===== src/rtl/led_breathe_chaser_if.sv =====
// LED pin bundle for led_breathe_chaser: run enable in, five LED drives and
// the rotation-wrap pulse out.
interface led_breathe_chaser_if;
  logic en;
  logic D1;
  logic D2;
  logic D3;
  logic D4;
  logic D5;
  logic cycle_done;

  // Controller side: drives enable, observes the LEDs.
  modport master (
    output en,
    input  D1,
    input  D2,
    input  D3,
    input  D4,
    input  D5,
    input  cycle_done
  );

  // Chaser side: samples enable, drives the LEDs.
  modport slave (
    input  en,
    output D1,
    output D2,
    output D3,
    output D4,
    output D5,
    output cycle_done
  );
endinterface


===== src/rtl/led_breathe_chaser.sv =====
// Breathing PWM chaser: one of five LEDs ramps its duty up to full, back down
// to dark, idles one dark period, then hands off to the next LED in rotation.
module led_breathe_chaser #(
  parameter int unsigned PRESCALE = 48,
  parameter int unsigned PWM_BITS = 8,
  parameter int unsigned STEP     = 4
) (
  input logic                 clk,
  input logic                 rst,
  led_breathe_chaser_if.slave bus
);

  localparam int unsigned PCNT_W = (PRESCALE > 1) ? $clog2(PRESCALE) : 1;
  localparam logic [PCNT_W-1:0]   PCNT_LAST = PCNT_W'(PRESCALE - 1);
  localparam logic [PWM_BITS-1:0] MAX       = '1;
  // Saturation math runs one bit wider so neither direction can wrap.
  localparam logic [PWM_BITS:0]   STEP_W    = (PWM_BITS + 1)'(STEP);
  localparam logic [PWM_BITS:0]   MAX_W     = {1'b0, MAX};

  typedef enum logic [1:0] {StIdle, StRise, StFall, StNext} state_e;

  state_e              state_q, state_d;
  logic [PCNT_W-1:0]   pcnt_q, pcnt_d;
  logic [PWM_BITS-1:0] pwm_cnt_q, pwm_cnt_d;
  logic [PWM_BITS-1:0] duty_q, duty_d;
  logic [2:0]          ch_q, ch_d;
  logic [4:0]          led_q, led_d;
  logic                cycle_done_q, cycle_done_d;

  logic                tick;
  logic                pend;
  logic                on;
  logic [PWM_BITS:0]   duty_up;
  logic [PWM_BITS:0]   duty_dn;
  logic [PWM_BITS-1:0] rise_val;
  logic [PWM_BITS-1:0] fall_val;

  // Period timing, PWM compare and saturated duty candidates.
  always_comb begin
    tick     = (pcnt_q == PCNT_LAST);
    pend     = tick && (pwm_cnt_q == MAX);
    on       = (pwm_cnt_q < duty_q);
    duty_up  = {1'b0, duty_q} + STEP_W;
    duty_dn  = {1'b0, duty_q} - STEP_W;
    rise_val = (duty_up >= MAX_W) ? MAX : duty_up[PWM_BITS-1:0];
    // A set top bit means the subtraction borrowed: clamp at dark.
    fall_val = duty_dn[PWM_BITS] ? '0 : duty_dn[PWM_BITS-1:0];
  end

  // Next-state logic for the ramp FSM, counters, duty and channel.
  always_comb begin
    state_d      = state_q;
    pcnt_d       = pcnt_q;
    pwm_cnt_d    = pwm_cnt_q;
    duty_d       = duty_q;
    ch_d         = ch_q;
    cycle_done_d = 1'b0;

    if (state_q != StIdle) begin
      pcnt_d = tick ? '0 : pcnt_q + 1'b1;
      if (tick) begin
        pwm_cnt_d = pwm_cnt_q + 1'b1;
      end
    end

    case (state_q)
      StIdle: begin
        pcnt_d    = '0;
        pwm_cnt_d = '0;
        duty_d    = '0;
        if (bus.en) begin
          state_d = StRise;
        end
      end
      StRise: begin
        if (pend) begin
          duty_d = rise_val;
          if (rise_val == MAX) begin
            state_d = StFall;
          end
        end
      end
      StFall: begin
        if (pend) begin
          duty_d = fall_val;
          if (fall_val == '0) begin
            state_d = StNext;
          end
        end
      end
      StNext: begin
        // Duty is already 0 here, so this whole period is dark.
        if (pend) begin
          state_d = StRise;
          if (ch_q == 3'd4) begin
            ch_d         = 3'd0;
            cycle_done_d = 1'b1;
          end else begin
            ch_d = ch_q + 3'd1;
          end
        end
      end
      default: begin
        state_d = StIdle;
      end
    endcase

    // Dropping enable abandons all ramp progress but keeps the channel.
    if ((state_q != StIdle) && !bus.en) begin
      state_d      = StIdle;
      pcnt_d       = '0;
      pwm_cnt_d    = '0;
      duty_d       = '0;
      ch_d         = ch_q;
      cycle_done_d = 1'b0;
    end
  end

  // Route the compare result to the active LED only.
  always_comb begin
    led_d = '0;
    for (int i = 0; i < 5; i++) begin
      led_d[i] = on && (ch_q == 3'(i));
    end
  end

  // State and output registers with asynchronous clear.
  always_ff @(posedge clk or posedge rst) begin
    if (rst) begin
      state_q      <= StIdle;
      pcnt_q       <= '0;
      pwm_cnt_q    <= '0;
      duty_q       <= '0;
      ch_q         <= 3'd0;
      led_q        <= '0;
      cycle_done_q <= 1'b0;
    end else begin
      state_q      <= state_d;
      pcnt_q       <= pcnt_d;
      pwm_cnt_q    <= pwm_cnt_d;
      duty_q       <= duty_d;
      ch_q         <= ch_d;
      led_q        <= led_d;
      cycle_done_q <= cycle_done_d;
    end
  end

  assign bus.D1         = led_q[0];
  assign bus.D2         = led_q[1];
  assign bus.D3         = led_q[2];
  assign bus.D4         = led_q[3];
  assign bus.D5         = led_q[4];
  assign bus.cycle_done = cycle_done_q;

endmodule


===== src/flat_wrapper.sv =====
// flat-port wrapper written by rule: the top's interface ports become plain ports
module led_breathe_chaser_flat 
#(
  parameter int unsigned PRESCALE = 48,
  parameter int unsigned PWM_BITS = 8,
  parameter int unsigned STEP     = 4
)
  (clk, rst, bus_en, bus_D1, bus_D2, bus_D3, bus_D4, bus_D5, bus_cycle_done);
  led_breathe_chaser_if bus_i ();
  input logic clk;
  input logic rst;
  input wire logic [$bits(bus_i.en)-1:0] bus_en;
  output wire logic [$bits(bus_i.D1)-1:0] bus_D1;
  output wire logic [$bits(bus_i.D2)-1:0] bus_D2;
  output wire logic [$bits(bus_i.D3)-1:0] bus_D3;
  output wire logic [$bits(bus_i.D4)-1:0] bus_D4;
  output wire logic [$bits(bus_i.D5)-1:0] bus_D5;
  output wire logic [$bits(bus_i.cycle_done)-1:0] bus_cycle_done;
  assign bus_i.en = bus_en;
  assign bus_D1 = bus_i.D1;
  assign bus_D2 = bus_i.D2;
  assign bus_D3 = bus_i.D3;
  assign bus_D4 = bus_i.D4;
  assign bus_D5 = bus_i.D5;
  assign bus_cycle_done = bus_i.cycle_done;
  led_breathe_chaser #(.PRESCALE(PRESCALE), .PWM_BITS(PWM_BITS), .STEP(STEP)) u_core (.clk(clk), .rst(rst), .bus(bus_i));
endmodule

===== config.mk =====
export PLATFORM = sky130hd
export DESIGN_NAME = led_breathe_chaser_flat
export DESIGN_NICKNAME = d
export VERILOG_FILES = /design/src/rtl/led_breathe_chaser_if.sv /design/src/rtl/led_breathe_chaser.sv /design/src/flat_wrapper.sv
export SDC_FILE = /design/constraint.sdc
export NUM_CORES = 1
export LEC_CHECK = 0
export BUFFER_PORTS_ARGS = -buffer_cell sky130_fd_sc_hd__clkbuf_2
export CELL_PAD_IN_SITES_DETAIL_PLACEMENT = 1
export CELL_PAD_IN_SITES_GLOBAL_PLACEMENT = 1
export CORE_ASPECT_RATIO = 0.9
export CORE_MARGIN = 5
export CORE_UTILIZATION = 35
export DETAILED_ROUTE_END_ITERATION = 12
export PLACE_DENSITY = 0.61
export SLEW_MARGIN = 20
export SYNTH_ARGS = -nofsm -noshare
export SYNTH_HDL_FRONTEND = slang
export SYNTH_SLANG_ARGS = --single-unit

===== constraint.sdc =====
create_clock -name clk -period 3.1 [get_ports clk]
set_input_delay 0.155 -clock clk [delete_from_list [all_inputs] [get_ports clk]]
set_output_delay 0.155 -clock clk [all_outputs]
set_load 0.02 [all_outputs]

==> results.txt <==
- Status: complete, no violations
- The library cell used most frequently in the layout, excluding fill and tap cells, is sky130_fd_sc_hd__dfrtp_1.
- Counting the fill cells in the layout gives 715.
* Antenna violations before repair: 0
- The clock tree synthesis step divided the H-tree into 2 levels.
- Layout-stage area growth over the synthesis result: 10.5%
- The die covers approximately 8000 um^2.
- The synthesized design spends more area on one cell type than any other, namely sky130_fd_sc_hd__dfrtp_1.
* Critical path capture point type: flop
- Final sum of negative setup slack: 0 ps
- Cell breakdown of the critical path: ha_1 -> nand4b_4 -> nor4_1 -> o22ai_1 -> o21bai_1 -> a21oi_1 -> o21ai_0
* Fin. Hold Viols: 0
* Portion of total power attributed to sequential cells: about two fifths
- The top cell types in the final layout, fill and taps aside, are sky130_fd_sc_hd__dfrtp_1, sky130_fd_sc_hd__nor2_1, sky130_fd_sc_hd__ha_1, sky130_fd_sc_hd__inv_1, sky130_fd_sc_hd__nand2_1.
* Count of instances resized after the clock tree is built: 0
- IR analysis of the VDD net gives a maximum drop of between 200 and 250 uV.
- Cell chosen for the clock root: sky130_fd_sc_hd__clkbuf_8
- Counting flops with a built-in enable in the synthesized netlist gives 0.
* Cell Area, Synth: 2170 um^2
- Cell Int Power: 816 uW
- Worst setup margin: approximately 680 ps
- Fraction of final layout cells with drive strength greater than 1: roughly an eighth
- Main flop type after synthesis: sky130_fd_sc_hd__dfrtp_1
- Detailed placement ended at an HPWL of 3870 um.
- Grouping stages by cell kind, the critical path spends the most delay in compound AO/OA/AOI/OAI gates.
- Data required time at the worst endpoint: 3270 ps
- Number of buffers inserted during clock tree synthesis: 5
* Largest stage delay, worst path: between 600 and 700 ps
- Max Clock Skew: roughly 14 ps
- The worst setup path is launched from a flop.
- Setup violations remaining at the end of the flow were counted as 0.
- After detailed routing, the average wire length per cell comes to between 15 and 20 um.
- Cell types occupying the most area after synthesis: sky130_fd_sc_hd__dfrtp_1, sky130_fd_sc_hd__ha_1, sky130_fd_sc_hd__nor2_1
- Net switching is between 30% and 40% of the power.
- The startpoint identified for the worst register-to-register timing path is u_core.pwm_cnt_q[0].
* Critical path start-end classification: flop to flop
- Drt drc: 0
- Share of the clock period used by the worst path after layout: a little under 80%
- Overall routing resource usage: ~14%
* Drt via density: 5.37
- Die boundary width: ~93 um
- Via count: 1717
- In this run the power spent charging and discharging nets is between 300 and 400 uW.
- The clock network is responsible for a little over a third of the overall power.
- Global-route wire length before repair: 9140 um
* Synth Warn #: 0
- For this block, the routed nets add up to about 5100 um of wire.
- The number of global-route vias before repair came to about 1.8k.
* Final worst path period need: about 2400 ps
- Of the synthesized area, sequential elements account for a little under two fifths.
- Clock latency on the worst-skew pair, taken at its later pin, is about 290 ps.
* Number of placement rows: 27
- Beginning of the critical path: u_core.pwm_cnt_q[0]
- GP Congestion: between 0.7 and 0.8
- Entering global routing, the biggest net connects 34 pins.
- For the worst setup path, the data arrival time is between 2000 and 3000 ps.
* Synth async-reset ratio: 100%
* Combined buffer and inverter count along the critical path: 0
- 0 antenna diodes ended up in the layout.
* Net count, final: about 270
* Initial core utilization: a little over a third
- TritonCTS built the clock tree.
* First DRT Iteration DRCs: between 60 and 70
- CTS sink count: 33
- Setup repair after global routing missed its margin: false
- The detail route stage leaves a number of antenna-violating nets equal to 0.
- Global routing finished with a remaining overflow of 0.
* Area fraction of the dominant cell type after synthesis: around two fifths
- For this design the ratio of total power to cell area is 489 nW/um^2.
- Along the worst path, the maximum fanout reaches 7.
- Top Ports: 9
- From bottom edge to top edge, the die measures ~85 um.
- Number of detailed-route iterations in the first pass: 4
* I/O Buffers: 8
* Final slew viol count: 0
* Number of register bits inferred by synthesis: 33
* Cell type of the slowest stage on the worst timing path: sky130_fd_sc_hd__nor4_1
- Headroom to the max-slew limit came out at 52.8%.
* Logic pwr share: 23.4%
- The clock passes through at most 2 buffers.
* Maximum frequency from static timing analysis: around 410 MHz
- Clock Pin Slew Worst Setup and Hold Paths: about 80 ps
- Synthesis handed over a netlist of approximately 240 instances.
- Placement Setup Slack: 668 ps
- MaxCap Viol Count: 0
- For this design the static power due to leakage is 0.00113 uW.
* Launch point of the worst hold path: bus_en
- Synthesis produced a netlist with a net count of approximately 260.
- Dividing the synthesized area by the synthesized cell count gives roughly 9.2 um^2.
- Pin slew with the least headroom to its limit: between 700 and 800 ps
- The min-delay analysis places its worst path in the category input port to flop.
- Unique masters post-synth: 50
- Placeable Area: about 6100 um^2
- Final Util: 39.5%
registers in the layout, indices dropped and copies added, names as in the netlist:
name                   cells
u_core.bus.cycle_done      1
u_core.ch_q                3
u_core.duty_q              8
u_core.led_q               5
u_core.pcnt_q              6
u_core.pwm_cnt_q           8
u_core.state_q             2
synthesized netlist by cell type, types with 2 or more instances:
cell type,instances
sky130_fd_sc_hd__xor2_1,7
sky130_fd_sc_hd__o21ai_0,13
sky130_fd_sc_hd__or2_2,2
sky130_fd_sc_hd__a21o_1,5
sky130_fd_sc_hd__or3_1,4
sky130_fd_sc_hd__nor2b_1,3
sky130_fd_sc_hd__ha_1,21
sky130_fd_sc_hd__nand3_1,10
sky130_fd_sc_hd__o221ai_1,2
sky130_fd_sc_hd__a21boi_0,2
sky130_fd_sc_hd__xnor2_1,5
sky130_fd_sc_hd__nor4_1,2
sky130_fd_sc_hd__o21bai_1,3
sky130_fd_sc_hd__a31o_2,2
sky130_fd_sc_hd__and2_1,2
sky130_fd_sc_hd__and3_1,6
sky130_fd_sc_hd__a22oi_1,2
sky130_fd_sc_hd__inv_1,17
sky130_fd_sc_hd__clkbuf_1,2
sky130_fd_sc_hd__dfrtp_1,33
sky130_fd_sc_hd__nor3_1,4
sky130_fd_sc_hd__o211ai_1,2
sky130_fd_sc_hd__mux2i_1,3
sky130_fd_sc_hd__a21oi_1,10
sky130_fd_sc_hd__nand4_1,5
sky130_fd_sc_hd__buf_6,2
sky130_fd_sc_hd__nand2b_1,2
sky130_fd_sc_hd__buf_4,2
sky130_fd_sc_hd__nand2_1,15
sky130_fd_sc_hd__nor2_1,27
cells by family after synthesis:
logic type,Yosys count,synth area share (%)
multiplexers,3,1.38
adder cells (fa/ha/maj),21,12.1
XOR/XNOR,12,4.84
AND/OR/NAND/NOR,92,23.3
AO/OA/AOI/OAI,49,14.9
flip-flops,33,38.0
buffers and inverters,25,5.42
power groups by stage:
stage | combinational [uW] | sequential [uW] | clock (uW)
6_report | 274 | 474 | 426
5_1_grt | 315 | 478 | 459
4_1_cts | 279 | 474 | 441
3_5_place_dp | 273 | 483 | 0
3_3_place_gp | 271 | 483 | 0
2_1_floorplan | 199 | 477 | 0
per-layer routing:
layer | up-vias | share of wire (%) | global-route usage, %
met1 | 834 | 51 | 20.6
met2 | 20 | 45 | 21.9
met5 | - | 0 | 0
li1 | 855 | - | -
met3 | 8 | 2.6 | 3.23
met4 | 0 | 1.1 | 3.60
layout make-up:
class                   count  area (um^2)  share of cell area [%]
clock inverters             1         30.0                    1.25
multi-input cells         177         1230                    51.1
inverters                  18         67.6                    2.82
well taps                  72         90.1                    3.75
flip-flops and latches     33          826                    34.4
repair buffers             12         72.6                    3.02
clock buffers               7         86.3                    3.60
repair_timing:
item | 4_1_cts | 5_1_grt
hold buffers | 1 | 0
endpoints found under the hold margin | 33 | 0
setup buffers | 0 | 0
stage by stage:
step,total power [uW],hold slack [ps],cell area [um^2],cells
floorplan,676,284,2170,235
global placement,754,254,2270,311
detailed placement,757,266,2270,311
CTS,1190,382,2400,320
global route,1250,425,2400,320
finish,1170,386,2400,320
final timing paths:
check	end	slack, ps	cells past startpoint
min in group asynchronous	u_core.ch_q[0]	490	4
min reg2reg	u_core.pcnt_q[0]	470	1
min	u_core.pcnt_q[2]	390	4
max in group asynchronous	u_core.duty_q[3]	2300	4
max reg2reg	u_core.duty_q[7]	680	7
max	u_core.duty_q[7]	680	7
worst reg2reg max path, cell delays in order (launching register included):
cell and delay [ps]:
sky130_fd_sc_hd__dfrtp_1 400, sky130_fd_sc_hd__ha_1 280, sky130_fd_sc_hd__nand4b_4 150, sky130_fd_sc_hd__nor4_1 610, sky130_fd_sc_hd__o22ai_1 370, sky130_fd_sc_hd__o21bai_1 260
sky130_fd_sc_hd__a21oi_1 150, sky130_fd_sc_hd__o21ai_0 90
Power figures use the tool's default switching activity.
